`src/rtl/sipo_frame_ctrl.sv`:
```
// Serial-to-parallel framing controller.
// Waits for a start bit, shifts WIDTH data bits LSB-first and checks the stop bit.
// Each good word goes to a one-entry valid/ready output buffer.
// Framing errors are reported as a one-cycle pulse. Words dropped on a full buffer raise a sticky overrun flag.
module sipo_frame_ctrl #(
    parameter int WIDTH = 4,
    parameter int CNT_W = $clog2(WIDTH)
) (
    input  logic             clk,
    input  logic             rst,
    input  logic             bit_en,
    input  logic             s_in,
    output logic [WIDTH-1:0] p_data,
    output logic             p_valid,
    input  logic             p_ready,
    output logic             frame_err,
    output logic             overrun,
    input  logic             clr_err,
    output logic             busy
);

    // Counter value reached while the last data bit is being sampled
    localparam logic [CNT_W-1:0] LAST_CNT = CNT_W'(WIDTH - 1);

    typedef enum logic [1:0] {
        IDLE = 2'b00,
        DATA = 2'b01,
        STOP = 2'b10
    } state_t;

    state_t           r_state;
    state_t           w_nextState;
    logic [CNT_W-1:0] r_cnt;
    logic [WIDTH-1:0] r_shift;
    logic [WIDTH-1:0] r_pData;
    logic             r_pValid;
    logic             r_frameErr;
    logic             r_overrun;
    logic             r_busy;

    logic             w_startSeen;
    logic             w_shiftEn;
    logic             w_stopSample;
    logic             w_accept;
    logic             w_bufFree;
    logic             w_load;
    logic             w_drop;
    logic             w_frameErrSet;

    // The consumer takes the held word whenever valid meets ready.
    // The buffer can take a new word if it is empty or is being emptied in this same cycle.
    assign w_accept      = r_pValid && p_ready;
    assign w_bufFree     = !r_pValid || p_ready;
    assign w_load        = w_stopSample && s_in && w_bufFree;
    assign w_drop        = w_stopSample && s_in && !w_bufFree;
    assign w_frameErrSet = w_stopSample && !s_in;

    // State register
    always_ff @(posedge clk) begin
        if (rst) begin
            r_state <= IDLE;
        end else begin
            r_state <= w_nextState;
        end
    end

    // Next-state logic; the FSM only moves on sample strobes
    always_comb begin
        w_nextState  = r_state;
        w_startSeen  = 1'b0;
        w_shiftEn    = 1'b0;
        w_stopSample = 1'b0;
        case (r_state)
            IDLE: begin
                if (bit_en && !s_in) begin
                    w_startSeen = 1'b1;
                    w_nextState = DATA;
                end
            end
            DATA: begin
                if (bit_en) begin
                    w_shiftEn = 1'b1;
                    if (r_cnt == LAST_CNT) begin
                        w_nextState = STOP;
                    end
                end
            end
            STOP: begin
                if (bit_en) begin
                    w_stopSample = 1'b1;
                    w_nextState  = IDLE;
                end
            end
            default: begin
                w_nextState = IDLE;
            end
        endcase
    end

    // Data bit counter, restarted by each start bit
    always_ff @(posedge clk) begin
        if (rst) begin
            r_cnt <= '0;
        end else if (w_startSeen) begin
            r_cnt <= '0;
        end else if (w_shiftEn) begin
            r_cnt <= r_cnt + CNT_W'(1);
        end
    end

    // Shift register: new bits enter at the top, so the first bit ends up at bit 0
    always_ff @(posedge clk) begin
        if (rst) begin
            r_shift <= '0;
        end else if (w_shiftEn) begin
            r_shift <= {s_in, r_shift[WIDTH-1:1]};
        end
    end

    // One-entry output buffer; a load wins over an accept in the same cycle
    always_ff @(posedge clk) begin
        if (rst) begin
            r_pData  <= '0;
            r_pValid <= 1'b0;
        end else if (w_load) begin
            r_pData  <= r_shift;
            r_pValid <= 1'b1;
        end else if (w_accept) begin
            r_pValid <= 1'b0;
        end
    end

    // Framing error pulse lasts exactly one cycle after a bad stop sample
    always_ff @(posedge clk) begin
        if (rst) begin
            r_frameErr <= 1'b0;
        end else begin
            r_frameErr <= w_frameErrSet;
        end
    end

    // Sticky overrun; a new drop takes priority over a clear request
    always_ff @(posedge clk) begin
        if (rst) begin
            r_overrun <= 1'b0;
        end else if (w_drop) begin
            r_overrun <= 1'b1;
        end else if (clr_err) begin
            r_overrun <= 1'b0;
        end
    end

    // Busy is registered alongside the state so it tracks the state exactly
    always_ff @(posedge clk) begin
        if (rst) begin
            r_busy <= 1'b0;
        end else begin
            r_busy <= (w_nextState != IDLE);
        end
    end

    assign p_data    = r_pData;
    assign p_valid   = r_pValid;
    assign frame_err = r_frameErr;
    assign overrun   = r_overrun;
    assign busy      = r_busy;

endmodule

```
`config.mk`:
```
export PLATFORM = sky130hd
export DESIGN_NAME = sipo_frame_ctrl
export DESIGN_NICKNAME = d
export VERILOG_FILES = /design/src/rtl/sipo_frame_ctrl.sv
export SDC_FILE = /design/constraint.sdc
export NUM_CORES = 1
export LEC_CHECK = 0
export CAP_MARGIN = 40
export CORE_MARGIN = 4
export CORE_UTILIZATION = 42
export DETAILED_ROUTE_END_ITERATION = 8
export PLACE_DENSITY = 0.77
export SLEW_MARGIN = 0
export SYNTH_ARGS = -nofsm -noshare
export SYNTH_HDL_FRONTEND = slang
export SYNTH_SLANG_ARGS = --single-unit
```
`constraint.sdc`:
```
create_clock -name clk -period 1.1 [get_ports clk]
set_clock_uncertainty 0.1 [all_clocks]
set_input_delay 0.165 -clock clk [delete_from_list [all_inputs] [get_ports clk]]
set_output_delay 0.165 -clock clk [all_outputs]
set_load 0.005 [all_outputs]
```
Yosys cells after proc, flatten, opt, wreduce, memory -nomap -nowiden. Cells that the tools add are included.

Muxes and demuxes: 14. Reduce and logical (&&, ||, !) cells: 15. Eq/ne operators: 3. Add/sub/neg operators: 1.

Operators by type and width (number): $mux W1 (9); $mux W2 (4); $logic_and A1 B1 Y1 (6); $pmux W2 S3 (1); $reduce_bool A2 Y1 (3); $eq A2 B2 Y1 const B (2); $logic_not A1 Y1 (3); $add A2 B1 Y2 const B (1); $eq A2 B1 Y1 const B (1); $logic_not A2 Y1 (1); $reduce_or A2 Y1 (1); $logic_or A1 B1 Y1 (1).

Logic and storage cells: 41. Input bits: 6. Register bits after elaboration: 16.

Longest topological paths before layout. Gate-level depths: netlist of the first run.

Depth after elaboration: 5. Gate-level depth with buffers: 4. Gate-level depth less buffers: 4.

Worst setup path after synthesis of the first run. OpenSTA, ideal clock, no wires.

Path kind: register -> register. Start point: register r_state[0]. End point: register r_pData[0] (netlist: p_data[0]). Data required time: 0.928 ns. Period minus slack after synthesis: 1.155 ns. Cell stages (with the launch flop): 5. Setup slack: -0.055 ns. Data arrival time: 0.983 ns. Path through: dfxtp_1 -> nand4b_1 -> nor2b_1 -> clkbuf_2 -> mux2i_1.

Word-level cells in the longest chain between the ends: 4.

RTL lines: from (decl) (RTL line 31) `state_t r_state;`; from (signal assigned) (RTL line 63) `r_state <= w_nextState;`; $eq A2 B2 Y1 (RTL line 73) `case (r_state)`; $mux W1 (RTL line 73); $logic_and A1 B1 Y1 (2 in series) (RTL line 54) `assign w_load = w_stopSample && s_in && w_bufFree;`; to (signal assigned) (RTL line 126) `r_pData <= r_shift;`; to (decl) (RTL line 35) `logic [WIDTH-1:0] r_pData;`.

No other way between the ends. A chain may end at the register's enable or synchronous reset.

Worst setup path in the final report of the first run.
Start point: register r_state[0]. End point: register r_pData[1] (netlist: p_data[1]).

Same word-level chain as after synthesis.

==> results by group, run 1 <==
Power and ir drop
  • Leakage power: 0.391 nW
  • Switching portion of total power: 0.213
  • Maximum ir drop on the vdd rail: 0.677 mV
  • Power density relative to cell area: 1210 nW/um^2
  • Share of total power in combinational logic: 0.084
  • Sequential share of power: 0.555
  • Switch Pwr: 0.227 mW
  • Overall power: 1.06 mW
  • Pint: 0.837 mW
  • Clock Power Share: 0.361

Final layout
  • Number of antenna diodes: 0
  • Layout area overhead: 35.8%
  • # nets final: 92
  • Proportion of layout cells with a drive suffix above 1: 0.417
  • Cell Count, Final, Fillers Out: 99
  • Number of fillers in the final layout: 109

STA
  • Hold Vio Cnt, Final: 0
  • Minimum period implied by the final worst setup slack: 1.20 ns
  • Max Transition Viols Final: 0
  • Hold slack: 0.222 ns
  • Number of setup violations in the final report: 10
  • Worst Setup Slack, final: -0.104 ns
  • Worst Tran Pin Value: 0.236 ns
  • Setup repair after global routing missed its margin: true
  • Final worst path period share: 1.09
  • Remaining max-slew budget at the tightest pin: 0.842
  • Maximum frequency from static timing analysis: 0.830 GHz

Global routing
  • Total routing usage reported by global routing: 0.136
  • Antenna violations before repair: 0
  • Pin count of the biggest net entering global routing: 15
  • Number of global-route vias before repair: 485
  • First-pass GRT wire length: 2050 um
  • Global-route congestion overflow total: 0

Critical path
  • Category of the worst setup path capture point: register
  • Type of origin of the critical path: register
  • Critical setup path kind: reg -> reg
  • Worst EP arrival: 1.31 ns
  • Setup slack on the worst flop-to-flop path: -0.10 ns
  • Required time at the worst-slack endpoint: 1.21 ns
  • Maximum fanout along the worst path: 5

Placed design
  • Pre-CTS setup slack: -0.440 ns
  • HPWL after detailed placement: 876 um
  • Input/output buffers: 13
  • Dpl cells: 95
  • RePlAce Congestion: 0.695

Die
  • Number of top-level pins: 14
  • Die footprint: 2230 um^2
  • Die span in x: 47.2 um
  • Chip Height: 47.2 um
  • # rows: 13
  • Core area: 1380 um^2
  • Initial core utilization: 0.468

Drt
  • Post-DR vias/cell: 4.91
  • DRC violations left: 0
  • Post-detailed-route wirelength per cell: 12.1 um
  • Routed Wire Length: 1200 um
  • First-iteration detailed-routing DRC count: 4
  • Number of search-and-repair iterations in the first detailed-routing pass: 2
  • Vias post-DR: 486
  • Number of antenna-violating nets in the routed design: 0

Outcome
  • Violations in the final reports: setup timing
  • Run status: complete, but fails checks

Synthesis
  • Synth Area per Inst: 10.4 um^2
  • Count of state elements after synthesis: 16
  • Syn_nets: 69
  • Cell area after synthesis: 647 um^2
  • Number of distinct library cells after synthesis: 21
  • Syn Inst Count: 62
  • Portion of the post-synthesis area used by sequential elements: 0.495
  • Yosys warning total: 0

Clock network
  • Cell at the root of the clock tree: sky130_fd_sc_hd__clkbuf_4
  • Clock input transition at the sequential cells of the worst setup and hold paths: 0.10 ns
  • Number of sinks on the clock net: 16
  • Clock Latency Late Sink: 0.28 ns
  • Total CTS buffers: 3
  • Count of buffers added by post-CTS timing repair for setup: 0
  • Clock tree from TritonCTS: built
  • Longest Clk Path Bufs: 2
  • H-tree lvl count: 1

Flow run
  • Maxcap violations: 0

Min path
  • Kind of path behind the tightest hold check: in -> reg
## placed cells by master (no fill, tap or decap), types with 2 or more instances in the layout
master / instances
sky130_fd_sc_hd__buf_4: 7
sky130_fd_sc_hd__clkbuf_2: 8
sky130_fd_sc_hd__clkbuf_4: 3
sky130_fd_sc_hd__clkdlybuf4s50_1: 3
sky130_fd_sc_hd__dfxtp_1: 8
sky130_fd_sc_hd__dfxtp_2: 7
sky130_fd_sc_hd__dlygate4sd2_1: 2
sky130_fd_sc_hd__mux2i_1: 9
sky130_fd_sc_hd__nand2b_1: 9
sky130_fd_sc_hd__nand4b_1: 2
sky130_fd_sc_hd__nor2_1: 7
## path summary, 6_finish.rpt
kind / from / end / depth (start not counted)
worst max-delay path: r_state[0] / p_data[1] / 4
worst min-delay path: s_in / r_shift[3] / 3
worst max register to register: r_state[0] / p_data[1] / 4
worst min register to register: r_shift[0] / p_data[0] / 2
## metrics by stage
stage	TNS (ns)	utilization	instance area (um^2)
floorplan	-0.196	-	649
global placement	-5.45	0.608	841
detailed placement	-5.79	0.608	841
CTS	-0.814	0.652	902
global route	-1.54	0.635	878
finish	-0.694	0.635	878
## area by class of cell
cell class | instances | area, um^2 | share of cell area
clock buffer | 4 | 36.3 | 0.0413
tap | 15 | 18.8 | 0.0214
inverter | 1 | 3.75 | 0.00427
sequential | 16 | 333 | 0.379
timing repair buffer | 20 | 140 | 0.160
multi-input combinational | 43 | 347 | 0.395
## timing repair
action | CTS | global route
hold buffers | 0 | 0
setup endpoints to repair | 22 | 22
pin swaps | 3 | 0
gates resized for setup | 28 | 11
## synth_stat cells
library cell | instances | share of area
sky130_fd_sc_hd__nor2_1 | 7 | 0.041
sky130_fd_sc_hd__a21boi_1 | 1 | 0.012
sky130_fd_sc_hd__a21oi_1 | 2 | 0.015
sky130_fd_sc_hd__nand2_1 | 1 | 0.0058
sky130_fd_sc_hd__nor2b_1 | 2 | 0.019
sky130_fd_sc_hd__nand3b_2 | 1 | 0.017
sky130_fd_sc_hd__clkbuf_2 | 1 | 0.0077
sky130_fd_sc_hd__o21bai_2 | 1 | 0.017
sky130_fd_sc_hd__o21bai_1 | 1 | 0.012
sky130_fd_sc_hd__or2_2 | 1 | 0.0097
sky130_fd_sc_hd__nand4b_1 | 2 | 0.027
sky130_fd_sc_hd__ha_1 | 1 | 0.019
sky130_fd_sc_hd__o22ai_1 | 1 | 0.0097
sky130_fd_sc_hd__dfxtp_1 | 16 | 0.50
sky130_fd_sc_hd__mux2i_1 | 9 | 0.14
sky130_fd_sc_hd__nor3b_1 | 1 | 0.012
sky130_fd_sc_hd__or3b_1 | 2 | 0.027
sky130_fd_sc_hd__inv_1 | 1 | 0.0058
sky130_fd_sc_hd__xor2_1 | 1 | 0.014
sky130_fd_sc_hd__buf_2 | 1 | 0.0077
sky130_fd_sc_hd__nand2b_1 | 9 | 0.087
## worst max-delay path, cell delays in order (launching register included)
cell                       delay [ns]
sky130_fd_sc_hd__dfxtp_2         0.35
sky130_fd_sc_hd__nand4b_1        0.21
sky130_fd_sc_hd__nor2b_1         0.14
sky130_fd_sc_hd__buf_4           0.15
sky130_fd_sc_hd__mux2i_1         0.18
## power groups by stage
stage / logic (mW) / registers [mW] / clock network (mW)
2_1_floorplan: 0.0366 / 0.607 / 0
3_3_place_gp: 0.0809 / 0.607 / 0
3_5_place_dp: 0.0820 / 0.607 / 0
4_1_cts: 0.0855 / 0.594 / 0.398
5_1_grt: 0.0971 / 0.593 / 0.423
6_report: 0.0891 / 0.591 / 0.384
## flip-flops by register name, indices dropped and copies added (netlist names)
signal     count
frame_err      1
r_shift        4
p_data         4
r_cnt          2
r_state        2
p_valid        1
overrun        1
busy           1
## cells by family after synthesis
logic type	count (synthesis)	share of synthesized area
xor+xnor	1	0.0135
simple gates	26	0.246
mux	9	0.139
compound gates	6	0.0658
flops	16	0.495
buf+inv	3	0.0213
fa+ha+maj	1	0.0193
## per-layer routing
| layer | vias to the layer above | routed length (um) | share of wire | track usage |
|---|---|---|---|---|
| met5 | - | 0 | 0 | 0 |
| met4 | 0 | 15 | 0.013 | 0.0994 |
| met3 | 2 | 48 | 0.040 | 0.0345 |
| met2 | 7 | 584 | 0.49 | 0.214 |
| met1 | 222 | 551 | 0.46 | 0.158 |
| li1 | 255 | - | - | - |
Note: power is estimated with default switching activity, not from simulation.
==> inputs of run 2 (changes only) <==
CORE_MARGIN = unset   (was 4)
GPL_TIMING_DRIVEN = 0   (was unset)
==> run 2 against run 1 <==
Effect of this change:
- the run still ends with setup timing left
- sequential share of layout area up 1.0 points
- critical endpoint unchanged
- sequential power about the same
- first-iteration DRC count rose to 3.5 times the previous value
- via count up 1.6%
==> results by group, run 2 (synthesized netlist as in run 1, its figures left out) <==
Outcome
  • Run status: complete, but fails checks (unchanged)
  • Violations in the final reports: setup timing (unchanged)

Power and ir drop
  • Share of total power in combinational logic: 0.094 (was 0.084)
  • Switch Pwr: 0.210 mW (was 0.227 mW)
  • Sequential share of power: 0.607 (was 0.555)
  • Power density relative to cell area: 1130 nW/um^2 (was 1210 nW/um^2)
  • Leakage power: 0.369 nW (was 0.391 nW)
  • Switching portion of total power: 0.215 (was 0.213)
  • Overall power: 0.975 mW (was 1.06 mW)
  • Maximum ir drop on the vdd rail: 0.581 mV (was 0.677 mV)
  • Pint: 0.765 mW (was 0.837 mW)
  • Clock Power Share: 0.300 (was 0.361)

Placed design
  • Input/output buffers: 13 (unchanged)
  • HPWL after detailed placement: 784 um (was 876 um)
  • RePlAce Congestion: 0.764 (was 0.695)
  • Standard cell area after detailed placement: 798 um^2 (was 841 um^2)
  • Pre-CTS setup slack: -0.548 ns (was -0.440 ns)

Die
  • # rows: 13 (unchanged)
  • Chip Height: 41.2 um (was 47.2 um)
  • Die footprint: 1700 um^2 (was 2230 um^2)
  • Number of top-level pins: 14 (unchanged)
  • Die span in x: 41.2 um (was 47.2 um)
  • Core area: 1370 um^2 (was 1380 um^2)
  • Initial core utilization: 0.473 (was 0.468)

Min path
  • Worst hold path depth: 3 (unchanged)
  • Kind of path behind the tightest hold check: in -> reg (unchanged)
  • Min-Delay Endpoint: r_shift[3] (unchanged)
  • Startpoint of the most critical hold path: s_in (unchanged)

Drt
  • Post-detailed-route wirelength per cell: 12.8 um (was 12.1 um)
  • DRC violations left: 0 (unchanged)
  • Post-DR vias/cell: 5.15 (was 4.91)
  • Number of antenna-violating nets in the routed design: 0 (unchanged)
  • Number of search-and-repair iterations in the first detailed-routing pass: 4 (was 2)
  • Vias post-DR: 494 (was 486)
  • Routed Wire Length: 1230 um (was 1200 um)
  • First-iteration detailed-routing DRC count: 14 (was 4)

Critical path
  • Required time at the worst-slack endpoint: 1.21 ns (about the same)
  • Maximum fanout along the worst path: 5 (unchanged)
  • Setup slack on the worst flop-to-flop path: -0.11 ns (was -0.10 ns)
  • Critical setup path kind: reg -> reg (unchanged)
  • Worst EP arrival: 1.32 ns (was 1.31 ns)
  • Critical R2R Capture: p_data[1] (unchanged)
  • Worst r2r path cells: 4 (unchanged)
  • Type of origin of the critical path: register (unchanged)
  • Reg-to-reg startpoint: r_state[0] (unchanged)
  • Category of the worst setup path capture point: register (unchanged)

Clock network
  • Total CTS buffers: 3 (unchanged)
  • Clock input transition at the sequential cells of the worst setup and hold paths: 0.08 ns (was 0.10 ns)
  • Cell at the root of the clock tree: sky130_fd_sc_hd__clkbuf_4 (unchanged)
  • Number of hold buffers added after cts: 0 (unchanged)
  • Longest Clk Path Bufs: 2 (unchanged)
  • H-tree lvl count: 1 (unchanged)
  • Clock Latency Late Sink: 0.28 ns (about the same)
  • Number of sinks on the clock net: 16 (unchanged)
  • Clock tree from TritonCTS: built (unchanged)

STA
  • Maximum frequency from static timing analysis: 0.829 GHz (was 0.830 GHz)
  • Worst Tran Pin Value: 0.225 ns (was 0.236 ns)
  • Remaining max-slew budget at the tightest pin: 0.849 (was 0.842)
  • Worst Setup Slack, final: -0.106 ns (was -0.104 ns)
  • Setup repair after global routing missed its margin: true (unchanged)
  • Minimum period implied by the final worst setup slack: 1.21 ns (was 1.20 ns)
  • Max Transition Viols Final: 0 (unchanged)
  • Number of setup violations in the final report: 14 (was 10)
  • Final total negative setup slack: -0.949 ns (was -0.694 ns)
  • Final worst path period share: 1.10 (was 1.09)
  • Hold Vio Cnt, Final: 0 (unchanged)

Final layout
  • Core occupancy in the finished layout: 0.633 (was 0.635)
  • Top library cells by usage in the layout, fill and taps aside: sky130_fd_sc_hd__mux2i_1 (9), sky130_fd_sc_hd__nand2b_1 (9) (was sky130_fd_sc_hd__mux2i_1 (9), sky130_fd_sc_hd__nand2b_1 (9), sky130_fd_sc_hd__dfxtp_1 (8), sky130_fd_sc_hd__clkbuf_2 (8))
  • Proportion of layout cells with a drive suffix above 1: 0.407 (was 0.417)
  • Layout area overhead: 33.7% (was 35.8%)
  • # nets final: 90 (was 92)
  • Final design area excluding fillers: 865 um^2 (was 878 um^2)
  • Number of antenna diodes: 0 (unchanged)

Global routing
  • Total routing usage reported by global routing: 0.164 (was 0.136)
  • Pin count of the biggest net entering global routing: 11 (was 15)
  • First-pass GRT wire length: 1730 um (was 2050 um)
  • Antenna violations before repair: 0 (unchanged)
  • Number of global-route vias before repair: 424 (was 485)
  • Global-route congestion overflow total: 0 (unchanged)

Flow run
  • Maxcap violations: 0 (unchanged)
## run 2: area by class of cell
cell class	count	area, um^2
timing repair buffer	16	115
clock buffer	3	22.5
tap	15	18.8
fill	109	502
buffer	2	15.0
inverter	1	3.75
multi-input combinational	43	353
sequential	16	337
## run 2: timing repair
action / 4_1_cts / 5_1_grt
setup endpoints to repair: 22 / 23
pin swaps: 4 / 0
endpoints found under the hold margin: 0 / 0
buffers inserted: 3 / 0
resized for setup: 29 / 15
## run 2: worst max-delay path by stage
stage,slack [ns],cells past startpoint,start,to
floorplan,-0.04,4,r_state[0],p_data[0]
detailed placement,-0.55,5,bit_en,p_data[1]
global placement,-0.50,5,bit_en,p_data[1]
finish,-0.11,4,r_state[0],p_data[1]
CTS,-0.11,4,r_state[0],p_data[1]
global route,-0.18,4,r_state[0],p_data[2]
## run 2: power groups by stage
stage	logic, mW	registers, mW	clock network (mW)
after detailed placement	0.0708	0.608	0
after global routing	0.0979	0.593	0.332
after global placement	0.0692	0.608	0
after CTS	0.0811	0.592	0.310
after floorplan	0.0366	0.607	0
final	0.0914	0.591	0.292
## run 2: stage by stage
| step | std cells | hold slack, ns |
|---|---|---|
| floorplan | 62 | 0.209 |
| global placement | 90 | 0.357 |
| detailed placement | 90 | 0.363 |
| CTS | 96 | 0.209 |
| global route | 96 | 0.251 |
| finish | 96 | 0.227 |
## run 2: metal layers
layer	share of wire	routed length [um]	global-route usage
met1	0.43	534	0.173
met2	0.49	596	0.285
met3	0.053	65	0.0489
met4	0.025	31	0.0968
met5	0	0	0
## run 2: worst max-delay path, cell delays in order (launching register included)
cell                       delay, ns
sky130_fd_sc_hd__dfxtp_4        0.36
sky130_fd_sc_hd__nand4b_1       0.21
sky130_fd_sc_hd__nor2b_1        0.14
sky130_fd_sc_hd__buf_4          0.15
sky130_fd_sc_hd__mux2i_1        0.17
